File: src/rtl/raycaster_pkg.sv
// Shared raycaster types and constants: frame-buffer controller states,
// render geometry and the RGB565 palette used by the column transformer.
package raycaster_pkg;

  typedef enum logic [1:0] {
    RENDER      = 2'd0,
    WAIT_VBLANK = 2'd1,
    SWAP        = 2'd2
  } t_fb_state;

  localparam int SCREEN_WIDTH  = 320;
  localparam int SCREEN_HEIGHT = 180;
  localparam int FB_PIXELS     = SCREEN_WIDTH * SCREEN_HEIGHT;

  localparam logic [15:0] RGB565_BLACK = 16'h0000;
  localparam logic [15:0] RGB565_WHITE = 16'hFFFF;
  localparam logic [15:0] RGB565_RED   = 16'hF800;
  localparam logic [15:0] RGB565_GREEN = 16'h07E0;
  localparam logic [15:0] RGB565_BLUE  = 16'h001F;
  localparam logic [15:0] RGB565_GREY  = 16'h7BEF;

endpackage

File: src/rtl/fb_swap_controller.sv
// Double-buffer controller: steers transformer writes into the back buffer,
// swaps buffers on the display's new-frame pulse once a frame is complete.
module fb_swap_controller
  import raycaster_pkg::*;
#(
  parameter int SCREEN_WIDTH  = raycaster_pkg::SCREEN_WIDTH,
  parameter int SCREEN_HEIGHT = raycaster_pkg::SCREEN_HEIGHT,
  parameter int FB_PIXELS     = SCREEN_WIDTH * SCREEN_HEIGHT
) (
  input  logic        pixel_clk_in,
  input  logic        rst_in,
  input  logic        ray_valid_in,
  input  logic [15:0] ray_address_in,
  input  logic [15:0] ray_pixel_in,
  input  logic        ray_last_pixel_in,
  input  logic        new_frame_in,
  output logic        frame_buff_ready_out,
  output logic [1:0]  wr_en_out,
  output logic [15:0] wr_addr_out,
  output logic [15:0] wr_data_out,
  output logic        front_sel_out,
  output logic [7:0]  late_frame_count_out,
  output logic        addr_err_out
);

  // 17 bits so a full 64K buffer still compares correctly
  localparam logic [16:0] FB_LIMIT = 17'(FB_PIXELS);

  t_fb_state   state_reg, state_next;
  logic        front_sel_reg, front_sel_next;
  logic [1:0]  wr_en_reg, wr_en_next;
  logic [15:0] wr_addr_reg, wr_addr_next;
  logic [15:0] wr_data_reg, wr_data_next;
  logic [7:0]  late_cnt_reg, late_cnt_next;
  logic        addr_err_reg, addr_err_next;

  logic accept;
  logic in_range;
  logic last_accept;

  assign accept      = (state_reg == RENDER) && ray_valid_in;
  assign in_range    = ({1'b0, ray_address_in} < FB_LIMIT);
  assign last_accept = accept && ray_last_pixel_in;

  always_ff @(posedge pixel_clk_in) begin
    if (!rst_in) begin
      state_reg <= RENDER;
    end else begin
      state_reg <= state_next;
    end
  end

  always_comb begin
    state_next = state_reg;
    unique case (state_reg)
      RENDER: begin
        if (last_accept) begin
          state_next = new_frame_in ? SWAP : WAIT_VBLANK;
        end
      end
      WAIT_VBLANK: begin
        if (new_frame_in) begin
          state_next = SWAP;
        end
      end
      SWAP:    state_next = RENDER;
      default: state_next = RENDER;
    endcase
  end

  always_comb begin
    frame_buff_ready_out = (state_reg == SWAP);
    front_sel_next       = front_sel_reg ^ (state_next == SWAP && state_reg != SWAP);
    wr_en_next           = 2'b00;
    wr_addr_next         = wr_addr_reg;
    wr_data_next         = wr_data_reg;
    addr_err_next        = addr_err_reg;
    late_cnt_next        = late_cnt_reg;
    if (accept) begin
      if (in_range) begin
        // back buffer is the one the display is not reading
        wr_en_next   = front_sel_reg ? 2'b01 : 2'b10;
        wr_addr_next = ray_address_in;
        wr_data_next = ray_pixel_in;
      end else begin
        addr_err_next = 1'b1;
      end
    end
    if (state_reg == RENDER && new_frame_in && !last_accept && late_cnt_reg != 8'hFF) begin
      late_cnt_next = late_cnt_reg + 8'd1;
    end
  end

  always_ff @(posedge pixel_clk_in) begin
    if (!rst_in) begin
      front_sel_reg <= 1'b0;
      wr_en_reg     <= 2'b00;
      wr_addr_reg   <= 16'd0;
      wr_data_reg   <= 16'd0;
      late_cnt_reg  <= 8'd0;
      addr_err_reg  <= 1'b0;
    end else begin
      front_sel_reg <= front_sel_next;
      wr_en_reg     <= wr_en_next;
      wr_addr_reg   <= wr_addr_next;
      wr_data_reg   <= wr_data_next;
      late_cnt_reg  <= late_cnt_next;
      addr_err_reg  <= addr_err_next;
    end
  end

  assign front_sel_out        = front_sel_reg;
  assign wr_en_out            = wr_en_reg;
  assign wr_addr_out          = wr_addr_reg;
  assign wr_data_out          = wr_data_reg;
  assign late_frame_count_out = late_cnt_reg;
  assign addr_err_out         = addr_err_reg;

endmodule

File: config.mk
export PLATFORM = sky130hd
export DESIGN_NAME = fb_swap_controller
export DESIGN_NICKNAME = d
export VERILOG_FILES = /design/src/rtl/raycaster_pkg.sv /design/src/rtl/fb_swap_controller.sv
export SDC_FILE = /design/constraint.sdc
export NUM_CORES = 1
export LEC_CHECK = 0
export ABC_CLOCK_PERIOD_IN_PS = 1400
export BUFFER_PORTS_ARGS = -buffer_cell sky130_fd_sc_hd__buf_4
export CAP_MARGIN = 30
export CORE_MARGIN = 2
export CORE_UTILIZATION = 42
export CTS_CLUSTER_DIAMETER = 200
export DETAILED_ROUTE_END_ITERATION = 10
export HOLD_SLACK_MARGIN = 0.03
export PLACE_DENSITY = 0.86
export SLEW_MARGIN = 40
export SYNTH_ARGS = -nofsm -noshare
export SYNTH_HDL_FRONTEND = slang
export SYNTH_SLANG_ARGS = --single-unit
export TNS_END_PERCENT = 30
File: constraint.sdc
create_clock -name pixel_clk_in -period 1.4 [get_ports pixel_clk_in]
set_input_delay 0.21 -clock pixel_clk_in [delete_from_list [all_inputs] [get_ports pixel_clk_in]]
set_output_delay 0.21 -clock pixel_clk_in [all_outputs]
set_load 0.1 [all_outputs]
Word level (Yosys, flattened, before mapping)
Index checks and enable logic that the tools add are counted.
{ "word_totals": {"reg_bits": 46, "inputBits": 37, "out_inout_bits": 45, "word_cells": 32} }
{ "op_classes": {"n_addsub": 1, "order_cmp": 1, "n_eq_ne": 5, "muxes": 5, "n_bitwise": 2, "n_reduce_logical": 11} }
{ "ops": {"columns": ["op", "count"], "rows": [
  ["$lt A16 B16 Y1 const B", 1],
  ["$add A8 B1 Y8 const B", 1],
  ["$mux W2", 4],
  ["$ne A8 B8 Y1 const B", 1],
  ["$logic_and A1 B1 Y1", 6],
  ["$eq A2 B2 Y1 const B", 2],
  ["$pmux W2 S2", 1],
  ["$reduce_and A2 Y1", 2],
  ["$reduce_and A3 Y1", 1],
  ["$eq A2 B1 Y1 const B", 1],
  ["$logic_not A2 Y1", 1],
  ["$ne A2 B2 Y1 const B", 1],
  ["$logic_not A1 Y1", 1],
  ["$not A1 Y1", 1],
  ["$xor A1 B1 Y1", 1]
]} }

Logic depth before layout (Yosys ltp)
Gate-level depths: netlist of the first run.
{ "depth": {"depth_word": 8, "ltp_mapped": 6, "mapped_depth_nobuf": 5} }

Least setup slack after synthesis of the first run
OpenSTA, ideal clock, no wires.
{ "synth_path": {"kind": "reg2reg", "start": "reg late_cnt_reg[0], in the netlist late_frame_count_out[0]", "end": "reg late_cnt_reg[1], in the netlist late_frame_count_out[1]", "arrival_ns": 1.996, "path_slack_ns": -0.723, "stages_incl_launch_ff": 7, "synth_period_minus_slack_ns": 2.123, "cell_sequence": "dfxtp_1 ha_1 nand3_1 o211ai_2 buf_6 mux2i_1 nor2_1"} }
{ "synth_via": {"elab_chain_cells": 2, "elab_cells_between_ends": 3, "cone_classes": "add/sub: 1; eq/ne: 1; reduce/logical: 1"} }
{ "synth_rtl": {"columns": ["element", "line", "text"], "rows": [
  ["start, declared", "fb_swap_controller.sv:34", "logic [7:0] late_cnt_reg, late_cnt_next;"],
  ["start signal, assigned", "fb_swap_controller.sv:107", "late_cnt_reg <= late_cnt_next;"],
  ["branches (longest 2 deep; another with $add A8 B1 Y8)", null, null]
]} }
Several ways; the timed one is not identified.
A chain may end at the register's enable or synchronous reset.

Worst setup path after layout of the first run
{ "layout_path": {"start": "reg state_reg[1]", "end": "reg late_cnt_reg[3], in the netlist late_frame_count_out[3]"} }
{ "layout_via": {"elab_chain_cells": 6, "elab_cells_between_ends": 7, "cone_classes": "reduce/logical: 7"} }
{ "layout_rtl": {"columns": ["element", "line", "text"], "rows": [
  ["start, declared", "fb_swap_controller.sv:29", "t_fb_state state_reg, state_next;"],
  ["start signal, assigned", "fb_swap_controller.sv:49", "state_reg <= state_next;"],
  ["$logic_not A2 Y1 *", "fb_swap_controller.sv:41, fb_swap_controller.sv:89", null],
  ["$logic_and A1 B1 Y1", "fb_swap_controller.sv:41", "assign accept = (state_reg == RENDER) && ray_valid_in;"],
  ["$logic_and A1 B1 Y1", "fb_swap_controller.sv:43", "assign last_accept = accept && ray_last_pixel_in;"],
  ["$logic_not A1 Y1", "fb_swap_controller.sv:89", "if (state_reg == RENDER && new_frame_in && !last_accept && late_cnt_reg != 8'hFF) begin"],
  ["$logic_and A1 B1 Y1 * (2 in a row)", "fb_swap_controller.sv:89", null]
]} }
Mark *: on every way between the ends. The rest lies on a longest branch, timed or not.

==> results.tsv, run 1 <==
stage	metric	value	unit
placement	post-place-ws	-0.1034	ns
worst_setup_path	path_class	register to register	
run_status	violations	negative setup slack	
final_layout	antenna_cells	0	
floorplanning	die-area	0.005007	mm2
detailed_routing	ant_nets	0	
worst_setup_path	crit_required	1.63	ns
synth	synth-seq-area-share	0.4920	
sta	fin_crit	1.502	ns
synth	ys_top_cells_by_area	dfxtp_1, mux2i_1, nand2_1, o221a_2, a21oi_1	
synth	synth_most_common_cell	nand2_1	
synth	synth_area	0.001872	mm2
hold_path	hp-start	new_frame_in	
detailed_routing	wirelength	4484	um
worst_setup_path	cp_slowest_cell	or3_1	
final_layout	area_growth	53.41	%
worst_setup_path	path_buf_inv	1	
final_layout	drive_above_1_share	0.4482	
global_route	grt_overflow_total	0	
detailed_routing	wire_per_inst	12.77	um
cts	cts-root-buf	clkbuf_8	
sta	slew_headroom	0.7191	
synth	synth_compound_area_frac	0.08690	
sta	finClkSkew	0.01035	ns
cts	clockBufferDepth	2	
synth	synthMuxAreaShare	0.1604	
worst_setup_path	path_max_fanout	5	
detailed_routing	via_per_inst	5.028	
sta	setup_viol	18	
cts	cts_tree	done	
sta	finalCritPeriodShare	1.073	
pwr	powerDensity	1166	mW/mm2
synth	syn_inst	202	
worst_setup_path	critical_path.top_delay_family	compound AO/OA/AOI/OAI gates	
pwr	vdd.ir_drop.worst	696.7	uV
global_route	grt_max_degree	36	
sta	maxSlewViolCount	0	
floorplanning	rows	24	
worst_setup_path	regToRegStartpoint	state_reg[1]$_SDFF_PN0_	
worst_setup_path	crit_path_start_kind	register	
synth	avgSynthCellArea	9.266	um2
synth	ys_warn_count	0	
pwr	finalPower	0.003349	W
sta	worst-slew-pin-transition	0.4209	ns
placement	gp_congestion	0.7553	
global_route	grt_usage	0.1811	
floorplanning	io_pins	82	
cts	cts_max_level	2	
detailed_routing	vias	1765	
pwr	p_leak	1.311	nW
global_route	antenna_found_initial	0	
detailed_routing	drcViolationCount	0	
sta	final-hold-violation-count	0	
placement	dpl.hpwl	3215	um
final_layout	fin_cells	351	
cts	clk_pin_slew	0.09	ns
final_layout	layout.nets	336	
job	max_cap_violations	0	
synth	ys_ff_latch	46	
synth	synth_top_cell_area_share	0.4920	
floorplanning	die_x	70.76	um
synth	synth_fa_ha_area_frac	0.006684	
worst_setup_path	path_cells	a211oi_2, o211ai_4, buf_4, or3_1, a21oi_2	
hold_path	hold_class	input port to register	
floorplanning	die_y	70.76	um
cts	cts_hold_buffers	0	
worst_setup_path	worstPathArrival	1.73	ns
run_status	status	finished with violations	
cts	clock_sink_count	46	
sta	rsz0062_at_grt	yes	
synth	yosys.area_share.simple	0.2045	
synth	ys_types	32	
sta	worst_hold_slack	0.1173	ns
synth	synth_top_family_by_area	simple AND/OR/NAND/NOR gates	
synth	synth_common_cells	nand2_1, dfxtp_1, mux2i_1	
sta	fmax	665.9	MHz
floorplanning	initial_core_util	0.4329	
sta	fin_ws	-0.1016	ns
worst_setup_path	setup.worst_path.start	state_reg[1]$_SDFF_PN0_	
placement	dp_cells	337	
worst_setup_path	endpoint_kind	register	
floorplanning	core_area	0.004324	mm2
synth	yosys.area.top_type	dfxtp_1	
worst_setup_path	slowest_delay	0.36	ns
synth	synth-edff-count	0	
final_layout	utilization	0.6641	
synth	synthFlopType	dfxtp_1	
synth	synthArstFlopShare	0	
global_route	grt_pass1_wl	7265	um
global_route	grt_pass1_vias	1612	
synth	synthXorXnorAreaFrac	0.009358	
synth	syn_nets	240	
cts	cts_made_buffers	5	
detailed_routing	dr.first_iter.drc_count	64	
placement	portBuffers	81	
detailed_routing	dr.pass1.iters	4	
cts	clkLatencyLatePin	0.29	ns
-- cell usage in the layout, fill, tap and decap left out, types with 2 or more instances in the layout --
master	n
nand4_1	2
o31ai_1	2
or3_1	2
clkbuf_8	6
o221a_2	3
dfxtp_1	36
a21oi_2	2
dfxtp_2	2
nor3b_1	2
mux2i_1	30
buf_12	2
buf_6	5
buf_4	94
a31oi_1	2
or4_1	2
o21ai_0	3
nand2_1	60
nor2_1	4
a21oi_1	4
inv_1	3
nand3_1	3
dfxtp_4	8
-- worst register-to-register path, cell delays in order, from the launching register on --
cell	delay, ns
dfxtp_2	0.34
a211oi_2	0.31
o211ai_4	0.14
buf_4	0.17
or3_1	0.36
a21oi_2	0.12
-- cell type report --
class                      count  area, um2
fill                         364       1453
sequential                    46      953.4
multi-input combinational    141      948.4
timing repair buffer         101      802.0
clock buffer                   7      86.33
tap                           52      65.06
inverter                       3      11.26
clock inverter                 1      5.005
-- per-stage QoR --
stage,instance area (um2),TNS (ns)
2_1_floorplan,1922,-0.6108
3_3_place_gp,2685,-0.3540
3_5_place_dp,2685,-1.205
4_1_cts,2863,-1.296
5_1_grt,2872,-2.674
6_report,2872,-0.5831
-- report_power, final --
part	leakage [nW]	internal (W)	switching (W)
Combinational	0.879	0.000318	0.000780
Sequential	0.384	0.00138	0.0000474
Clock	0.0482	0.000399	0.000427
-- repair_timing --
item | CTS | global route
endpoints found under the setup margin | 38 | 36
setup buffers | 7 | 2
pin swaps | 5 | 3
gates resized for setup | 11 | 9
gates cloned | 1 | 0
-- cell families after synthesis --
kind of cell,count (synthesis)
simple gates,87
flops,46
mux,30
compound gates,21
buf+inv,15
xor+xnor,2
fa+ha+maj,1
-- path summary, 6_finish.rpt --
kind	endpoint	slack, ns	cells after the start
min	state_reg[0]$_SDFF_PN0_	0.12	2
max	late_frame_count_out[3]$_SDFFE_PN0P_	-0.10	5
min reg2reg	wr_addr_out[2]$_SDFFE_PN0P_	0.46	2
max reg2reg	late_frame_count_out[3]$_SDFFE_PN0P_	-0.10	5
-- per-layer routing --
layer / up-vias / global-route usage / routed length (um)
met4: 0 / 0.07966 / 100
met5: - / 0 / 0
met3: 11 / 0.04986 / 262
met2: 62 / 0.3063 / 2276
li1: 888 / - / -
met1: 804 / 0.2147 / 1844
(Power assumes the default switching activity.)
==> inputs of run 2 (changes only) <==
ABC_CLOCK_PERIOD_IN_PS = 1700   (was 1400)
CORE_UTILIZATION = 46   (was 42)
CTS_CLUSTER_SIZE = 14   (was not set)
PLACE_DENSITY = 0.89   (was 0.86)
clock period = 1.7 ns   (was 1.4 ns; I/O delays follow)
==> results.tsv, run 2 (same netlist as run 1, synthesis figures left out) <==
stage	metric	value	unit
detailed_routing	dr.first_iter.drc_count	115	
worst_setup_path	r2r_slack	0.09	ns
sta	finalCritPeriodShare	0.9484	
worst_setup_path	cp_slowest_cell	or4_1	
sta	setup_viol	0	
hold_path	hold_class	input port to register	
worst_setup_path	r2r-end	late_frame_count_out[7]$_SDFFE_PN0P_	
final_layout	final_common_cell	buf_4	
run_status	status	finished clean	
detailed_routing	ant_nets	0	
global_route	grt_overflow_total	0	
final_layout	layout.nets	321	
final_layout	utilization	0.6679	
pwr	powerDensity	1006	mW/mm2
cts	clkLatencyLatePin	0.30	ns
cts	clockBufferDepth	2	
sta	worst-slew-pin-transition	0.3713	ns
floorplanning	io_pins	82	
worst_setup_path	setup.worst_path.start	late_frame_count_out[0]$_SDFFE_PN0P_	
floorplanning	initial_core_util	0.4713	
global_route	grt_pass1_wl	6879	um
worst_setup_path	path_max_fanout	8	
worst_setup_path	worstPathArrival	1.83	ns
cts	cts_setup_buffers	0	
floorplanning	die_y	67.79	um
sta	maxSlewViolCount	0	
hold_path	hold_depth	2	
cts	cts_made_buffers	5	
cts	cts_max_level	2	
floorplanning	die_x	67.79	um
sta	rsz0062_at_grt	no	
placement	dp_cells	326	
worst_setup_path	crit_path_start_kind	register	
global_route	grt_max_degree	41	
placement	portBuffers	81	
hold_path	hold_path_end	state_reg[0]$_SDFF_PN0_	
placement	dpl.hpwl	3229	um
sta	final-hold-violation-count	0	
hold_path	hp-start	new_frame_in	
worst_setup_path	endpoint_kind	register	
worst_setup_path	critical_path.top_delay_family	simple AND/OR/NAND/NOR gates	
placement	gp_congestion	0.7184	
global_route	grt_usage	0.2029	
cts	clk_pin_slew	0.08	ns
final_layout	n_fill_cell	335	
final_layout	antenna_cells	0	
worst_setup_path	path_class	register to register	
placement	dpl_cell_area	0.002567	mm2
pwr	vdd.ir_drop.worst	561.1	uV
floorplanning	core_area	0.003971	mm2
worst_setup_path	reg2reg_depth	5	
final_layout	design_area	0.002653	mm2
final_layout	layout_common_cells	buf_4, nand2_1, dfxtp_1, mux2i_1, dfxtp_2	
cts	clock_sink_count	46	
final_layout	fin_cells	333	
final_layout	drive_above_1_share	0.3746	
worst_setup_path	path_buf_inv	0	
detailed_routing	dr.pass1.iters	4	
sta	worst_hold_slack	0.1749	ns
worst_setup_path	regToRegStartpoint	late_frame_count_out[0]$_SDFFE_PN0P_	
detailed_routing	drcViolationCount	0	
detailed_routing	wirelength	4329	um
pwr	p_leak	1.214	nW
floorplanning	rows	23	
final_layout	area_growth	41.71	%
detailed_routing	vias	1707	
worst_setup_path	crit_required	1.92	ns
sta	fin_crit	1.612	ns
cts	cts_tree	done	
cts	cts-root-buf	clkbuf_8	
sta	setup_tns	0	ns
sta	fmax	620.2	MHz
global_route	grt_pass1_vias	1518	
sta	finClkSkew	0.003965	ns
global_route	antenna_found_initial	0	
worst_setup_path	slowest_delay	0.48	ns
detailed_routing	wire_per_inst	13.00	um
sta	slew_headroom	0.7522	
detailed_routing	via_per_inst	5.126	
floorplanning	die-area	0.004595	mm2
worst_setup_path	path_cells	ha_1, nand3_1, o211ai_4, or4_1, a21oi_1	
job	max_cap_violations	0	
-- run 2: cell types whose count changed in the layout (fill, tap and decap cells not counted), sizes merged --
cell,delta
buf,-15
clkinv,-1
-- run 2: final cells by class --
cell class,instances,area (um2),share of cell area
flip-flops and latches,46,933.4,0.3519
multi-input cells,141,898.4,0.3387
repair buffers,86,670.6,0.2528
clock buffers,7,76.32,0.02877
well taps,50,62.56,0.02358
inverters,3,11.26,0.004245
-- run 2: worst max-delay path by stage --
stage                                            to  cells past startpoint
2_1_floorplan  late_frame_count_out[1]$_SDFFE_PN0P_                      6
3_3_place_gp   late_frame_count_out[5]$_SDFFE_PN0P_                      5
3_5_place_dp   late_frame_count_out[7]$_SDFFE_PN0P_                      5
4_1_cts        late_frame_count_out[7]$_SDFFE_PN0P_                      5
5_1_grt        late_frame_count_out[7]$_SDFFE_PN0P_                      5
6_report       late_frame_count_out[7]$_SDFFE_PN0P_                      5
-- run 2: power by group --
group          internal (W)  switching, W  total, W  leakage (nW)
combinational      0.000229      0.000629  0.000858         0.794
sequential          0.00114     0.0000405   0.00118         0.381
clock              0.000283      0.000342  0.000626        0.0383
-- run 2: metrics by stage --
step	total power, W	setup slack, ns
detailed placement	0.002069	0.1012
global placement	0.002055	0.1706
finish	0.002668	0.08769
CTS	0.002700	0.07334
global route	0.002772	0.01314
floorplan	0.001845	-0.03654
-- run 2: per-layer routing --
layer  track usage  wire (um)
met1        0.2337       1798
met2        0.3505       2149
met3       0.04667        294
met4        0.1025         86
met5             0          0
-- run 2: what timing repair did --
item	CTS	global route
setup endpoints to repair	0	1
hold buffers	0	0
gates resized for setup	0	1
